## src/rtl/sramlike_bus_arbiter_if.sv

```systemverilog
// One sram-like port: request fields toward the slave, handshakes and read data back.
interface sramlike_bus_arbiter_if;
  logic        req;
  logic        wr;
  logic [1:0]  size;
  logic [31:0] addr;
  logic [31:0] wdata;
  logic [31:0] rdata;
  logic        addr_ok;
  logic        data_ok;

  modport master (
    output req, wr, size, addr, wdata,
    input  rdata, addr_ok, data_ok
  );

  modport slave (
    input  req, wr, size, addr, wdata,
    output rdata, addr_ok, data_ok
  );
endinterface

```

## src/rtl/sramlike_bus_arbiter.sv

```systemverilog
// Two-master sram-like arbiter: one outstanding transaction, data has fixed
// priority, inst is forced through after STARVE_LIMIT consecutive data grants.
module sramlike_bus_arbiter #(
  parameter int STARVE_LIMIT = 4
) (
  input  logic                   clk,
  input  logic                   rst,
  sramlike_bus_arbiter_if.slave  inst_io,
  sramlike_bus_arbiter_if.slave  data_io,
  sramlike_bus_arbiter_if.master bus_io
);

  localparam int   CNT_W    = $clog2(STARVE_LIMIT + 1);
  localparam logic OWN_INST = 1'b0;
  localparam logic OWN_DATA = 1'b1;

  typedef enum logic [1:0] {IDLE, ADDR, DATA} state_e;

  state_e           state_q, state_d;
  logic             owner_q, owner_d;
  logic [CNT_W-1:0] starve_q, starve_d;

  logic starve_hit;
  logic sel_inst;
  logic bus_req;
  logic aok_own;
  logic dok_own;

  assign starve_hit = (starve_q == CNT_W'(STARVE_LIMIT));

  always_ff @(posedge clk or negedge rst) begin
    if (!rst) begin
      state_q  <= IDLE;
      owner_q  <= OWN_INST;
      starve_q <= '0;
    end else begin
      state_q  <= state_d;
      owner_q  <= owner_d;
      starve_q <= starve_d;
    end
  end

  always_comb begin
    state_d  = state_q;
    owner_d  = owner_q;
    starve_d = starve_q;
    bus_req  = 1'b0;
    aok_own  = 1'b0;
    dok_own  = 1'b0;
    case (state_q)
      IDLE: begin
        if (inst_io.req || data_io.req) begin
          state_d = ADDR;
          if (data_io.req && !(inst_io.req && starve_hit)) begin
            owner_d = OWN_DATA;
            // The counter only tracks data grants that made a waiting inst wait longer.
            if (!inst_io.req) begin
              starve_d = '0;
            end else if (!starve_hit) begin
              starve_d = starve_q + 1'b1;
            end
          end else begin
            owner_d  = OWN_INST;
            starve_d = '0;
          end
        end
      end
      ADDR: begin
        bus_req = (owner_q == OWN_DATA) ? data_io.req : inst_io.req;
        if (bus_io.addr_ok) begin
          aok_own = 1'b1;
          if (bus_io.data_ok) begin
            dok_own = 1'b1;
            state_d = IDLE;
          end else begin
            state_d = DATA;
          end
        end
      end
      DATA: begin
        if (bus_io.data_ok) begin
          dok_own = 1'b1;
          state_d = IDLE;
        end
      end
      default: state_d = IDLE;
    endcase
  end

  // Outside ADDR the bus fields simply follow the data master.
  assign sel_inst = (state_q == ADDR) && (owner_q == OWN_INST);

  assign bus_io.req   = bus_req;
  assign bus_io.wr    = sel_inst ? inst_io.wr    : data_io.wr;
  assign bus_io.size  = sel_inst ? inst_io.size  : data_io.size;
  assign bus_io.addr  = sel_inst ? inst_io.addr  : data_io.addr;
  assign bus_io.wdata = sel_inst ? inst_io.wdata : data_io.wdata;

  assign inst_io.addr_ok = aok_own && (owner_q == OWN_INST);
  assign inst_io.data_ok = dok_own && (owner_q == OWN_INST);
  assign data_io.addr_ok = aok_own && (owner_q == OWN_DATA);
  assign data_io.data_ok = dok_own && (owner_q == OWN_DATA);

  assign inst_io.rdata = bus_io.rdata;
  assign data_io.rdata = bus_io.rdata;

endmodule

```

## src/flat_wrapper.sv

```systemverilog
// flat-port wrapper written by rule: the top's interface ports become plain ports
module sramlike_bus_arbiter_flat 
#(
  parameter int STARVE_LIMIT = 4
)
  (clk, rst, inst_io_req, inst_io_wr, inst_io_size, inst_io_addr, inst_io_wdata, inst_io_rdata, inst_io_addr_ok, inst_io_data_ok, data_io_req, data_io_wr, data_io_size, data_io_addr, data_io_wdata, data_io_rdata, data_io_addr_ok, data_io_data_ok, bus_io_req, bus_io_wr, bus_io_size, bus_io_addr, bus_io_wdata, bus_io_rdata, bus_io_addr_ok, bus_io_data_ok);
  sramlike_bus_arbiter_if inst_io_i ();
  sramlike_bus_arbiter_if data_io_i ();
  sramlike_bus_arbiter_if bus_io_i ();
  input  logic clk;
  input  logic rst;
  input wire logic [$bits(inst_io_i.req)-1:0] inst_io_req;
  input wire logic [$bits(inst_io_i.wr)-1:0] inst_io_wr;
  input wire logic [$bits(inst_io_i.size)-1:0] inst_io_size;
  input wire logic [$bits(inst_io_i.addr)-1:0] inst_io_addr;
  input wire logic [$bits(inst_io_i.wdata)-1:0] inst_io_wdata;
  output wire logic [$bits(inst_io_i.rdata)-1:0] inst_io_rdata;
  output wire logic [$bits(inst_io_i.addr_ok)-1:0] inst_io_addr_ok;
  output wire logic [$bits(inst_io_i.data_ok)-1:0] inst_io_data_ok;
  input wire logic [$bits(data_io_i.req)-1:0] data_io_req;
  input wire logic [$bits(data_io_i.wr)-1:0] data_io_wr;
  input wire logic [$bits(data_io_i.size)-1:0] data_io_size;
  input wire logic [$bits(data_io_i.addr)-1:0] data_io_addr;
  input wire logic [$bits(data_io_i.wdata)-1:0] data_io_wdata;
  output wire logic [$bits(data_io_i.rdata)-1:0] data_io_rdata;
  output wire logic [$bits(data_io_i.addr_ok)-1:0] data_io_addr_ok;
  output wire logic [$bits(data_io_i.data_ok)-1:0] data_io_data_ok;
  output wire logic [$bits(bus_io_i.req)-1:0] bus_io_req;
  output wire logic [$bits(bus_io_i.wr)-1:0] bus_io_wr;
  output wire logic [$bits(bus_io_i.size)-1:0] bus_io_size;
  output wire logic [$bits(bus_io_i.addr)-1:0] bus_io_addr;
  output wire logic [$bits(bus_io_i.wdata)-1:0] bus_io_wdata;
  input wire logic [$bits(bus_io_i.rdata)-1:0] bus_io_rdata;
  input wire logic [$bits(bus_io_i.addr_ok)-1:0] bus_io_addr_ok;
  input wire logic [$bits(bus_io_i.data_ok)-1:0] bus_io_data_ok;
  assign inst_io_i.req = inst_io_req;
  assign inst_io_i.wr = inst_io_wr;
  assign inst_io_i.size = inst_io_size;
  assign inst_io_i.addr = inst_io_addr;
  assign inst_io_i.wdata = inst_io_wdata;
  assign inst_io_rdata = inst_io_i.rdata;
  assign inst_io_addr_ok = inst_io_i.addr_ok;
  assign inst_io_data_ok = inst_io_i.data_ok;
  assign data_io_i.req = data_io_req;
  assign data_io_i.wr = data_io_wr;
  assign data_io_i.size = data_io_size;
  assign data_io_i.addr = data_io_addr;
  assign data_io_i.wdata = data_io_wdata;
  assign data_io_rdata = data_io_i.rdata;
  assign data_io_addr_ok = data_io_i.addr_ok;
  assign data_io_data_ok = data_io_i.data_ok;
  assign bus_io_req = bus_io_i.req;
  assign bus_io_wr = bus_io_i.wr;
  assign bus_io_size = bus_io_i.size;
  assign bus_io_addr = bus_io_i.addr;
  assign bus_io_wdata = bus_io_i.wdata;
  assign bus_io_i.rdata = bus_io_rdata;
  assign bus_io_i.addr_ok = bus_io_addr_ok;
  assign bus_io_i.data_ok = bus_io_data_ok;
  sramlike_bus_arbiter #(.STARVE_LIMIT(STARVE_LIMIT)) u_core (.clk(clk), .rst(rst), .inst_io(inst_io_i), .data_io(data_io_i), .bus_io(bus_io_i));
endmodule
```

## config.mk

```make
export PLATFORM = sky130hd
export DESIGN_NAME = sramlike_bus_arbiter_flat
export DESIGN_NICKNAME = d
export VERILOG_FILES = /design/src/rtl/sramlike_bus_arbiter_if.sv /design/src/rtl/sramlike_bus_arbiter.sv /design/src/flat_wrapper.sv
export SDC_FILE = /design/constraint.sdc
export NUM_CORES = 1
export LEC_CHECK = 0
export BUFFER_PORTS_ARGS = -buffer_cell sky130_fd_sc_hd__buf_4
export CORE_AREA = 8 8 114 116
export DETAILED_ROUTE_END_ITERATION = 8
export DIE_AREA = 0 0 122 124
export GPL_TIMING_DRIVEN = 0
export PLACE_DENSITY = 0.63
export SLEW_MARGIN = 0
export SYNTH_ARGS = -nofsm -noshare
export SYNTH_HDL_FRONTEND = slang
export SYNTH_SLANG_ARGS = --single-unit
```

## constraint.sdc

```tcl
create_clock -name clk -period 1.55 [get_ports clk]
set_clock_uncertainty 0.05 [all_clocks]
set_input_delay 0.155 -clock clk [delete_from_list [all_inputs] [get_ports clk]]
set_output_delay 0.155 -clock clk [all_outputs]
set_load 0.02 [all_outputs]
```

==> flow_summary.json <==
{
  "post-dp-hpwl_mm": 9.40,
  "grt_pass1_wl_mm": 14.4,
  "cts_root_buf": "clkbuf_16",
  "end_kind": "output port",
  "drv_slew": 0,
  "worst_ep_required_time_ns": 1.34,
  "area_growth_pct": 165,
  "overflow": 0,
  "power_density_nw_per_um2": 1180,
  "netSwitchingPower_mw": 2.23,
  "drtIter0Drc": 46,
  "final_cell_mix": "buf_4, buf_6, mux2_4",
  "grt_max_degree": 11,
  "drcViolationCount": 0,
  "startpoint": "u_core.state_q[0]$_DFFE_PN0P_",
  "crit_path_start_kind": "flop",
  "ir_worst_vdd_mv": 0.583,
  "antenna-diode-count": 0,
  "worst_slack_ns": -0.337,
  "fp.dieH_um": 124,
  "rsz0062_at_grt": "true",
  "seqPwrFrac": 0.052,
  "nFillCells": 1063,
  "routed_via_density": 3.88,
  "rows": 39,
  "finalNetCount": 656,
  "netlist_instances": 187,
  "min_period_ns": 1.89,
  "critPathMaxFanout": 10,
  "syn-num-nets": 364,
  "p_int_mw": 3.37,
  "clockBufferDepth": 2,
  "cp_data_arrival_time_ns": 1.68,
  "core_sq_um": 11200,
  "final-hold-violation-count": 0,
  "wl_per_cell_um": 17.7,
  "die_x_um": 122,
  "vias": 2403,
  "outcome": "finished, violations left",
  "leakage_nw": 2.63,
  "grt_pass1_vias": 2699,
  "worst_path_most_repeated_cell": "buf_12",
  "yosysWarnings": 0,
  "multi_input_area_sq_um": 1260,
  "drv_cap": 0,
  "io_buffers": 275,
  "tightest_slew_ns": 0.338,
  "start_util": 0.160,
  "clock_latency_ns": 0.22,
  "setup_viol_count_final": 70,
  "syn_area_sq_um": 1790,
  "syn_area_per_cell_sq_um": 9.57,
  "p_comb_frac": 0.875,
  "dr.pass1.iters": 3,
  "placed_cells": 605,
  "cp_slowest_cell": "dfrtp_1",
  "wl_mm": 11.0,
  "cp_cell_sequence": "ha_4 > nand2b_4 > buf_12 > buf_12 > mux2_4 > buf_6",
  "max_freq_mhz": 530,
  "h-tree-depth": 1,
  "gp_congestion": 0.792,
  "seq_area_sq_um": 150,
  "cts_tree": "built",
  "dieArea_sq_um": 15100,
  "io-pin-count": 308,
  "slew_headroom": 0.772,
  "ys_ff_latch": 6,
  "path_class": "flop to output port",
  "yosysSeqAreaShare": 0.0839,
  "hold_class": "input port to flop",
  "cp_slowest_stage_delay_ns": 0.40,
  "hold_path.startpoint": "inst_io_req",
  "final_common_cell": "buf_4",
  "worst_r2r_startpoint": "u_core.state_q[0]$_DFFE_PN0P_",
  "drive_gt1_frac": 0.922,
  "period_share": 1.22,
  "reg2reg_setup_slack_ns": 0.05,
  "clk_pin_slew_ns": 0.03,
  "grtUsageTotal": 0.120,
  "antenna_found_initial": 0,
  "violations": "negative setup slack",
  "pwr-share-clk": 0.073,
  "cts_sinks": 6,
  "numCtsBuffers": 3,
  "ant_nets": 0,
  "switching_share": 0.398,
  "ys_types": 24,
  "post_layout_nonfiller_instances": 620,
  "holdWs_ns": 0.109
}
==> logic make-up (layout without fill, tap and decap cells) <==
group / after synthesis / count (layout) / synth area share
fa+ha+maj: 5 / 5 / 0.0350
buf+inv: 78 / 368 / 0.317
compound gates: 10 / 10 / 0.0364
simple gates: 19 / 19 / 0.0546
flops: 6 / 6 / 0.0839
mux: 69 / 69 / 0.473
==> power groups by stage <==
stage | Clock, mW | Sequential [mW] | Combinational [mW]
floorplan | 0 | 0.280 | 2.33
global placement | 0 | 0.291 | 3.71
detailed placement | 0 | 0.296 | 3.75
CTS | 0.415 | 0.290 | 4.73
global route | 0.430 | 0.300 | 5.15
finish | 0.407 | 0.291 | 4.90
==> critical path: cells and delay by family, from the launching register on <==
kind	cells	cell delay, ns
adder cells (fa/ha/maj)	1	0.18
flip-flops	1	0.40
multiplexers	1	0.31
AND/OR/NAND/NOR	1	0.14
buffers and inverters	3	0.42
==> synthesized netlist by cell type, drive strengths merged <==
cell    number  area share
a211oi       1      0.0042
a21oi        2      0.0056
a31oi        1      0.0035
a32o         1      0.0056
and3         1      0.0035
buf         72        0.30
dfrtp        6       0.084
ha           5       0.035
inv          6       0.013
mux2        67        0.46
mux2i        2       0.011
nand2        6       0.013
nand2b       3       0.010
nand4        1      0.0035
nor2         2      0.0042
nor2b        3       0.010
nor3         2      0.0056
nor3b        1      0.0042
o21ai        3      0.0084
o22ai        1      0.0035
o32a         1      0.0056
==> per-layer routing <==
metal | track usage | share of wire | vias to the layer above
li1 | - | - | 1162
met1 | 0.116 | 0.33 | 1096
met2 | 0.252 | 0.58 | 141
met3 | 0.0335 | 0.088 | 4
met4 | 0.00771 | 0.0044 | 0
met5 | 0 | 0 | -
==> state kept, by name, summed over array words and instances, names as in the netlist <==
signal	count
u_core.starve_q	3
u_core.state_q	2
u_core.owner_q	1
==> through the flow <==
step	setup slack, ns	cell area, sq um	setup TNS (ns)	power (mW)	utilization
6_report	-0.337	4740	-21.14	5.60	0.424
3_3_place_gp	-0.335	4060	-16.13	4.00	0.363
4_1_cts	-0.414	4630	-26.04	5.44	0.414
3_5_place_dp	-0.367	4060	-17.60	4.05	0.363
2_1_floorplan	-0.0268	1810	-1.10	2.61	-
5_1_grt	-0.391	4740	-24.93	5.88	0.424
==> final cells by class <==
type	count	area share
inverters	6	0.00475
well taps	143	0.0377
flip-flops and latches	6	0.0317
plain buffers	69	0.120
multi-input cells	103	0.265
repair buffers	290	0.526
clock buffers	3	0.0158
==> final timing paths <==
kind	depth (start not counted)	end
max in group asynchronous	2	u_core.state_q[0]$_DFFE_PN0P_
min in group asynchronous	2	u_core.starve_q[1]$_DFFE_PN0P_
max reg2reg	6	u_core.starve_q[2]$_DFFE_PN0P_
min	2	u_core.owner_q$_DFFE_PN0P_
min reg2reg	2	u_core.starve_q[1]$_DFFE_PN0P_
max	6	bus_io_addr[17]
==> repair_timing <==
action / 4_1_cts / 5_1_grt
cloned: 3 / 0
gates resized for setup: 90 / 39
setup buffers: 10 / 2
pin swaps: 2 / 3
endpoints found under the setup margin: 70 / 75
hold buffers: 1 / 0
hold endpoints to repair: 6 / 0
No activity file was read; power rests on OpenSTA's default activity.
